[config.mk]
export PLATFORM = sky130hd
export DESIGN_NAME = holding_reg_arbiter
export DESIGN_NICKNAME = d
export VERILOG_FILES = /design/src/rtl/modbus_pkg.sv /design/src/rtl/holding_reg_arbiter_rr_arb2.sv /design/src/rtl/holding_reg_arbiter.sv
export SDC_FILE = /design/constraint.sdc
export NUM_CORES = 1
export LEC_CHECK = 0
export CORE_ASPECT_RATIO = 0.8
export CORE_MARGIN = 2
export CORE_UTILIZATION = 50
export CTS_CLUSTER_SIZE = 30
export DETAILED_ROUTE_END_ITERATION = 10
export HOLD_SLACK_MARGIN = 0.08
export PLACE_DENSITY_LB_ADDON = 0.2
export SLEW_MARGIN = 10
export SYNTH_ARGS = -nofsm -noshare
export SYNTH_HDL_FRONTEND = slang
export SYNTH_HIERARCHICAL = 1
export SYNTH_SLANG_ARGS = --single-unit
[constraint.sdc]
create_clock -name clk_in -period 2.5 [get_ports clk_in]
set_input_delay 0.25 -clock clk_in [delete_from_list [all_inputs] [get_ports clk_in]]
set_output_delay 0.25 -clock clk_in [all_outputs]
set_load 0.01 [all_outputs]
[src/rtl/modbus_pkg.sv]
// Shared Modbus definitions: arbiter state encoding, write status codes,
// the handler's exception code and the holding-register address decode.
package modbus_pkg;

  typedef enum logic [1:0] {
    ST_IDLE    = 2'd0,
    ST_GNT_MB  = 2'd1,
    ST_GNT_LOC = 2'd2,
    ST_RESP    = 2'd3
  } state_t;

  localparam logic       MB_OK               = 1'b0;
  localparam logic       MB_ILLEGAL_ADDR     = 1'b1;
  localparam logic [7:0] MB_EXC_ILLEGAL_ADDR = 8'h02;

  // Requester bit positions in the arbiter request/grant vectors
  localparam int REQ_MB  = 0;
  localparam int REQ_LOC = 1;

  // Legal iff addr >= base and (addr - base) < num, with 16-bit wrap on the subtract
  function automatic logic addr_legal(input logic [15:0] addr, input logic [15:0] base,
                                      input int num);
    logic [15:0] idx;
    idx = addr - base;
    return (addr >= base) && (int'(idx) < num);
  endfunction

endpackage

[src/rtl/holding_reg_arbiter_rr_arb2.sv]
// Two-requester round-robin arbiter. On a tie the requester not granted last
// wins; last_grant only moves when the caller commits a grant via advance.
module rr_arb2 (
  input  logic       clk,
  input  logic       rst_n,
  input  logic [1:0] req,
  input  logic       advance,
  output logic [1:0] gnt
);

  // 0: requester 0 (MB) granted last, 1: requester 1 (LOC) granted last
  logic last_grant;

  always_comb begin
    gnt = 2'b00;
    if (req == 2'b11) gnt = last_grant ? 2'b01 : 2'b10;
    else              gnt = req;
  end

  // Reset to "LOC last" so MB takes the first tie
  always_ff @(posedge clk or negedge rst_n) begin
    if (!rst_n)                        last_grant <= 1'b1;
    else if (advance && (gnt != 2'b00)) last_grant <= gnt[1];
  end

endmodule

[src/rtl/holding_reg_arbiter.sv]
// Modbus holding-register bank shared between the function handler's write
// pulse (MB) and a level-handshaked local master (LOC), one grant per 3 cycles.
module holding_reg_arbiter
  import modbus_pkg::*;
#(
  parameter int          REG_NUM   = 8,
  parameter logic [15:0] BASE_ADDR = 16'h0000,
  parameter logic [15:0] RST_VAL   = 16'h0000
) (
  input  logic                   clk_in,
  input  logic                   rst_n_in,
  input  logic                   mb_wen,
  input  logic [15:0]            mb_waddr,
  input  logic [15:0]            mb_wdat,
  output logic                   mb_w_done,
  output logic                   mb_w_status,
  input  logic                   loc_req,
  input  logic                   loc_we,
  input  logic [15:0]            loc_addr,
  input  logic [15:0]            loc_wdat,
  output logic                   loc_ack,
  output logic [15:0]            loc_rdat,
  output logic                   loc_err,
  output logic [16*REG_NUM-1:0]  reg_flat,
  output logic [REG_NUM-1:0]     reg_update
);

  state_t                    state, state_nxt;
  logic [REG_NUM-1:0][15:0]  bank;

  logic        mb_pend;
  logic [15:0] mb_addr_q, mb_dat_q;
  logic        loc_we_q;
  logic [15:0] loc_addr_q, loc_dat_q;

  logic [1:0]  req, gnt;
  logic        advance;

  logic               sel_mb, in_gnt, sel_we, sel_legal;
  logic [15:0]        sel_addr, sel_dat, sel_idx, rd_val;
  logic [REG_NUM-1:0] sel_hot;

  assign reg_flat = bank;

  // LOC is only considered while IDLE; a request dropped before then simply vanishes
  assign req     = {loc_req, mb_pend};
  assign advance = (state == ST_IDLE);

  rr_arb2 u_arb (
    .clk     (clk_in),
    .rst_n   (rst_n_in),
    .req     (req),
    .advance (advance),
    .gnt     (gnt)
  );

  always_comb begin
    state_nxt = state;
    case (state)
      ST_IDLE: begin
        if (gnt[REQ_MB])       state_nxt = ST_GNT_MB;
        else if (gnt[REQ_LOC]) state_nxt = ST_GNT_LOC;
      end
      ST_GNT_MB, ST_GNT_LOC: state_nxt = ST_RESP;
      ST_RESP:               state_nxt = ST_IDLE;
      default:               state_nxt = ST_IDLE;
    endcase
  end

  always_ff @(posedge clk_in or negedge rst_n_in) begin
    if (!rst_n_in) state <= ST_IDLE;
    else           state <= state_nxt;
  end

  // Decode of whichever request currently holds the grant
  always_comb begin
    sel_mb    = (state == ST_GNT_MB);
    in_gnt    = sel_mb || (state == ST_GNT_LOC);
    sel_addr  = sel_mb ? mb_addr_q : loc_addr_q;
    sel_dat   = sel_mb ? mb_dat_q  : loc_dat_q;
    sel_we    = sel_mb || loc_we_q;
    sel_idx   = sel_addr - BASE_ADDR;
    sel_legal = addr_legal(sel_addr, BASE_ADDR, REG_NUM);
    sel_hot   = '0;
    rd_val    = 16'h0000;
    for (int i = 0; i < REG_NUM; i++) begin
      if (sel_legal && (sel_idx == 16'(i))) begin
        sel_hot[i] = 1'b1;
        rd_val     = bank[i];
      end
    end
  end

  // MB capture: a second pulse while one is pending is dropped on purpose
  always_ff @(posedge clk_in or negedge rst_n_in) begin
    if (!rst_n_in) begin
      mb_pend   <= 1'b0;
      mb_addr_q <= 16'h0000;
      mb_dat_q  <= 16'h0000;
    end else if (state == ST_GNT_MB) begin
      mb_pend <= 1'b0;
    end else if (mb_wen && !mb_pend) begin
      mb_pend   <= 1'b1;
      mb_addr_q <= mb_waddr;
      mb_dat_q  <= mb_wdat;
    end
  end

  // LOC fields are frozen at grant so a master dropping req mid-grant still completes cleanly
  always_ff @(posedge clk_in or negedge rst_n_in) begin
    if (!rst_n_in) begin
      loc_we_q   <= 1'b0;
      loc_addr_q <= 16'h0000;
      loc_dat_q  <= 16'h0000;
    end else if ((state == ST_IDLE) && gnt[REQ_LOC]) begin
      loc_we_q   <= loc_we;
      loc_addr_q <= loc_addr;
      loc_dat_q  <= loc_wdat;
    end
  end

  always_ff @(posedge clk_in or negedge rst_n_in) begin
    if (!rst_n_in) begin
      bank       <= {REG_NUM{RST_VAL}};
      reg_update <= '0;
    end else begin
      reg_update <= '0;
      if (in_gnt && sel_we) begin
        for (int i = 0; i < REG_NUM; i++)
          if (sel_hot[i]) bank[i] <= sel_dat;
        reg_update <= sel_hot;
      end
    end
  end

  // Completion flags register out of the grant cycle, so they pulse exactly in RESP
  always_ff @(posedge clk_in or negedge rst_n_in) begin
    if (!rst_n_in) begin
      mb_w_done   <= 1'b0;
      mb_w_status <= MB_OK;
      loc_ack     <= 1'b0;
      loc_err     <= 1'b0;
      loc_rdat    <= 16'h0000;
    end else begin
      mb_w_done   <= sel_mb;
      mb_w_status <= (sel_mb && !sel_legal) ? MB_ILLEGAL_ADDR : MB_OK;
      loc_ack     <= (state == ST_GNT_LOC);
      loc_err     <= (state == ST_GNT_LOC) && !sel_legal;
      if (state == ST_GNT_LOC) begin
        if (!sel_legal)     loc_rdat <= 16'h0000;
        else if (!loc_we_q) loc_rdat <= rd_val;
      end
    end
  end

endmodule

==> results of run 1 <==
## synthesized netlist by cell type (all sizes together) (2+ instances only)
library cell	n	area (µm²)
dfrtp	224	5610
nor2	167	629
a21oi	147	788
mux2	67	754
buf	51	287
o211ai	42	315
mux2i	31	314
o21ai	19	95.1
a22oi	16	120
clkbuf	16	60.1
a22o	14	123
o221ai	14	123
nand2	8	30.0
inv	7	26.3
nor4	6	37.5
nand2b	5	33.8
and2	4	25.0
a2bb2oi	3	26.3
and3	3	18.8
ha	3	37.5
o22ai	3	32.5
a21boi	2	15.0
a31oi	2	27.5
and3b	2	17.5
nand3	2	10.0
nand4	2	12.5
nor3b	2	31.3
o211a	2	20.0
o22a	2	17.5
o31ai	2	15.0
or2	2	12.5
## final cells by class
cell class	instances	area share
multi-input cells	579	0.286
inverters	7	0.00197
flip-flops and latches	225	0.423
clock buffers	34	0.0485
repair buffers	282	0.213
clock inverters	8	0.00329
well taps	258	0.0242
## what timing repair did
item	4_1_cts	5_1_grt
resized for setup	2	3
buffers inserted	0	1
endpoints found under the hold margin	70	0
pin swaps	0	2
setup endpoints to repair	18	134
hold buffers	1	0
## worst reg2reg max path: cells and delay by family, from the launching register on
kind            cells  cell delay [ns]
buf+inv             3             0.50
compound gates      2             0.44
fa+ha+maj           1             0.27
simple gates        4             0.67
flops               1             0.38
## placed cells by master, fill, tap and decap left out, drive strengths merged, types with 2 or more instances in the layout
cell and count:
dfrtp 224, clkdlybuf4s50 223, nor2 167, a21oi 147, mux2 67, buf 58
o211ai 42, clkbuf 34, mux2i 31, o21ai 19, a22oi 16, o221ai 14
a22o 14, nand2 8, inv 8, clkinv 7, nor4 6, nand2b 5
and2 4, a2bb2oi 3, and3 3, o22ai 3, ha 3, nand4 2
or2 2, and3b 2, nor3b 2, o22a 2, nand3 2, o211a 2
o31ai 2, a31oi 2, a21boi 2
## metrics by stage
step | power, mW | setup slack (ns) | hold WS, ns
after global routing | 13.4 | 0.0199 | 0.296
after global placement | 9.45 | 0.0503 | 0.283
after floorplan | 7.64 | 0.275 | -0.0456
final | 12.8 | 0.146 | 0.301
after detailed placement | 9.58 | 0.00535 | 0.273
after CTS | 12.8 | 0.00678 | 0.287
## registers in the layout (all words and copies together), names as in the netlist
register          count
loc_err               1
u_arb/last_grant      1
loc_rdat             16
loc_dat_q            16
reg_update            8
mb_addr_q            16
reg_flat            128
loc_ack               1
mb_w_done             1
loc_we_q              1
mb_pend               1
state                 2
mb_w_status           1
loc_addr_q           16
mb_dat_q             16
## final timing paths
check                                    to        start  depth (start not counted)
setup reg to reg              reg_flat[101]     state[1]                         10
hold / removal                 mb_addr_q[3]  mb_waddr[3]                          3
min in group asynchronous      loc_rdat[15]     rst_n_in                          2
setup / recovery              reg_flat[101]     state[1]                         10
hold reg to reg                 loc_rdat[1]  loc_rdat[1]                          1
max in group asynchronous  u_arb/last_grant     rst_n_in                          3
## per-layer routing
layer	vias up	GRT usage
met5	-	0
met4	0	0.0885
met3	60	0.0563
met2	375	0.427
met1	3946	0.371
li1	3629	-
## cell families after synthesis
family | count (synthesis) | synth area share
DFF | 225 | 0.576
and+or+nand+nor | 207 | 0.0911
adders and majority gates | 3 | 0.00384
muxes | 98 | 0.109
buffers and inverters | 74 | 0.0382
AOI/OAI and AO/OA | 271 | 0.181
## power breakdown
group	total (mW)	switching (mW)	internal [mW]	leakage (nW)
registers	4.75	0.465	4.29	2.99
logic	4.87	2.76	2.12	2.45
clock network	3.18	1.39	1.79	0.346
==> results.py, run 1 <==
metrics = {
    "die": {
        "core_area_um2": 19100,
        "dieArea_um2": 20700,
        "chipHeight_um": 129,
        "start_util": 0.512,
        "num_rows": 45,
        "pin_count": 225,
        "die_w_um": 160,
    },
    "synth": {
        "synth_edf_count": 0,
        "async_reset_ff_frac": 1.00,
        "synth_seq_cells": 225,
        "yosysSeqAreaShare": 0.576,
        "syn_nets": 950,
        "ys.flop_type": "dfrtp_1",
        "synth_area_um2": 9770,
        "netlist-cell-type-count": 51,
        "avgSynthCellArea_um2": 11.1,
        "yosysWarnings": 6,
        "synthCells": 878,
    },
    "min_path": {
        "worst_hold_path_type": "in -> reg",
    },
    "setup_path": {
        "arrival_ns": 2.78,
        "critPathMaxFanout": 33,
        "slowest_delay_ns": 0.38,
        "cp-end-kind": "flop",
        "crit_path_start_kind": "flop",
        "crit_buf_inv": 3,
        "r2r_slack_ns": 0.15,
        "cp_cell_sequence": "inv_1, ha_4, and2b_1, nand4_1, a21oi_4, buf_4, nor2b_2, buf_12, nor2_1, a21oi_1",
        "critical_path_required_ns": 2.93,
        "cp_top_family": "simple AND/OR/NAND/NOR gates",
        "critical_path.slowest_cell": "dfrtp_1",
        "path_class": "reg -> reg",
    },
    "clocking": {
        "root_buffer": "clkbuf_16",
        "clkTransAtPathRegs_ns": 0.06,
        "clk_latency_ns": 0.51,
        "numCtsBuffers": 23,
        "cts_num_sinks": 225,
        "cts_tree": "yes",
        "cts.path.max_buffers": 3,
        "htree_levels": 1,
    },
    "outcome": {
        "outcome": "finished clean",
    },
    "timing": {
        "finalCritPeriodShare": 0.942,
        "max_freq_ghz": 0.425,
        "setup_tns_ns": 0,
        "fin_worst_skew_ns": 0.0113,
        "slew-limit-headroom": 0.602,
        "hold_viol_final": 0,
        "period_needed_ns": 2.35,
        "rsz0062_at_grt": "false",
        "setup_violations": 0,
        "tightestPinTransition_ns": 0.597,
        "finalMaxSlewViolations": 0,
    },
    "drt": {
        "drt-total-wl_um": 27900,
        "ant_nets": 0,
        "drc": 0,
        "drtIter0Drc": 550,
        "dr_wl_met3_um": 2190,
        "avgRoutedWirePerCell_um": 20.0,
        "avgViaCountPerCell": 5.75,
        "via_count": 8010,
        "top_layer": "met4",
        "drt_first_pass_iters": 5,
        "met2_length_um": 13100,
        "routedLengthMet1_um": 11800,
    },
    "cells_and_area": {
        "fill_cells": 1414,
        "design_area_um2": 13300,
        "syn2layout_area_growth_pct": 36.4,
        "drive_gt1_frac": 0.164,
        "fin_util": 0.698,
        "multi_input_area_um2": 3810,
        "diodes": 0,
        "seqCellArea_um2": 5630,
        "final_cells": 1393,
        "nets": 1190,
    },
    "place": {
        "dp.cells": 1349,
        "place_hpwl_um": 19800,
        "dpl_cell_area_um2": 12600,
        "portBuffers": 224,
        "place.gp.congestion": 0.855,
    },
    "global_routing": {
        "track_usage": 0.267,
        "antenna_found_initial": 0,
        "grt_pass1_vias": 7847,
        "grt-ovfl-total": 0,
        "grt_max_degree": 76,
        "grt_pass1_wl_um": 43500,
    },
    "power_and_ir_drop": {
        "power_leakage_nw": 5.79,
        "peakVddDrop_uv": 482,
        "powerDensity_nw_per_um2": 961,
    },
    "flow_run": {
        "drv_cap": 0,
    },
}
(Power assumes the default switching activity.)
==> inputs of run 2 (changes only) <==
Settings changed: CORE_MARGIN 2 to 8.
==> run 2 against run 1 <==
Global-route usage shrank 3.2 points. Worst setup slack improved by 0.038 ns. Count of clock-buffer cells in the layout shrank 7. Wire length grew 3.8%. Sequential power decreased by 0.8%. Total power grew 2.0%. Clock skew is essentially flat. Critical path depth did not move. Die area up 17%. Cell area grew 0.39%.
==> results.py, run 2 (synthesis gave the netlist of run 1 again) <==
metrics = {
    "timing": {
        "fin_worst_skew_ns": 0.0111,
        "rsz0062_at_grt": "false",
        "fin_ws_ns": 0.184,
        "hold_viol_final": 0,
        "slew-limit-headroom": 0.654,
        "tightestPinTransition_ns": 0.518,
        "setup_violations": 0,
        "finalMaxSlewViolations": 0,
        "finalCritPeriodShare": 0.926,
        "setup_tns_ns": 0,
        "period_needed_ns": 2.32,
        "max_freq_ghz": 0.432,
    },
    "power_and_ir_drop": {
        "powerDensity_nw_per_um2": 977,
        "peakVddDrop_uv": 506,
        "power_leakage_nw": 5.82,
        "power.total_mw": 13.1,
    },
    "setup_path": {
        "cp-end-kind": "flop",
        "crit_path_start_kind": "flop",
        "path_class": "reg -> reg",
        "critPathMaxFanout": 33,
        "critical_path_required_ns": 2.91,
        "r2r_slack_ns": 0.18,
        "arrival_ns": 2.72,
    },
    "cells_and_area": {
        "largest_reg_flops": 128,
        "design_area_um2": 13400,
        "fin_util": 0.701,
        "nets": 1187,
        "mostFrequentLayoutCells": "dfrtp_1, clkdlybuf4s50_1, nor2_1",
        "drive_gt1_frac": 0.169,
        "syn2layout_area_growth_pct": 36.9,
        "final_common_cell": "dfrtp_1",
        "diodes": 0,
    },
    "place": {
        "dpl_cell_area_um2": 12600,
        "pre_cts_slack_ns": -0.110,
        "place_hpwl_um": 20900,
        "place.gp.congestion": 0.849,
        "portBuffers": 224,
    },
    "global_routing": {
        "antenna_found_initial": 0,
        "grt_max_degree": 54,
        "track_usage": 0.235,
        "grt_pass1_vias": 8111,
        "grt-ovfl-total": 0,
        "grt_pass1_wl_um": 45200,
    },
    "die": {
        "dieArea_um2": 24300,
        "die_w_um": 172,
        "num_rows": 45,
        "core_area_um2": 19100,
        "start_util": 0.512,
        "chipHeight_um": 141,
        "pin_count": 225,
    },
    "clocking": {
        "clkTransAtPathRegs_ns": 0.06,
        "cts_num_sinks": 225,
        "post_cts_buffers": 0,
        "cts_tree": "yes",
        "root_buffer": "clkbuf_16",
        "numCtsBuffers": 22,
        "htree_levels": 1,
        "cts.path.max_buffers": 3,
        "clk_latency_ns": 0.50,
    },
    "drt": {
        "drc": 0,
        "ant_nets": 0,
        "drt_first_pass_iters": 5,
        "drt-total-wl_um": 29000,
        "drtIter0Drc": 664,
        "via_count": 7974,
        "avgViaCountPerCell": 5.74,
        "avgRoutedWirePerCell_um": 20.8,
    },
    "min_path": {
        "worst_hold_path_type": "in -> async",
    },
    "outcome": {
        "outcome": "finished clean",
    },
    "flow_run": {
        "drv_cap": 0,
    },
}
-- run 2: cell types whose count changed in the layout (fill, tap and decap cells not counted), moves of 2 or more --
cell and change:
clkbuf_1 -8, clkinv_2 +3, buf_4 -2, bufinv_16 +2
-- run 2: what timing repair did --
action | in CTS | in global routing
hold buffers | 1 | 0
setup endpoints to repair | 16 | 85
resized for setup | 1 | 5
hold endpoints to repair | 131 | 0
-- run 2: area by class of cell --
class                           instances  area [µm²]
Fill cell                            1397        5710
Sequential cell                       225        5630
Multi-Input combinational cell        579        3810
Timing Repair Buffer                  280        2830
Clock buffer                           27         631
Tap cell                              258         323
Clock inverter                         13         118
Inverter                                7        26.3
-- run 2: worst paths after layout --
check / start / to / cells past startpoint
min in group clk_in: mb_waddr[3] / mb_addr_q[3] / 3
max: state[1] / reg_flat[7] / 10
min reg2reg: loc_dat_q[14] / loc_dat_q[14] / 1
max in group asynchronous: rst_n_in / reg_flat[89] / 3
min: rst_n_in / loc_rdat[1] / 2
max reg2reg: state[1] / reg_flat[7] / 10
-- run 2: metal layers --
layer,part of all wire,vias up,global-route usage
met1,0.41,3961,0.315
met2,0.47,356,0.378
met3,0.098,45,0.0617
li1,-,3612,-
met4,0.019,0,0.0503
met5,0,-,0
-- run 2: where the power goes --
| part | total (mW) | internal, mW | switching (mW) |
|---|---|---|---|
| Clock | 3.42 | 2.00 | 1.42 |
| Combinational | 4.94 | 2.13 | 2.81 |
| Sequential | 4.71 | 4.29 | 0.425 |
-- run 2: worst max-delay path, stage by stage (launching register included) --
cell and delay [ns]:
dfrtp_1 0.35, inv_1 0.09, ha_4 0.22, nor2_1 0.20, buf_4 0.15, nand4_1 0.20, a21oi_4 0.28, and4b_1 0.27
buf_12 0.20, nor2_1 0.06, a21oi_1 0.17
-- run 2: metrics by stage --
step | cells | hold slack, ns
2_1_floorplan | 878 | -0.0456
3_3_place_gp | 1348 | 0.195
3_5_place_dp | 1348 | 0.197
4_1_cts | 1389 | 0.264
5_1_grt | 1389 | 0.305
6_report | 1389 | 0.264
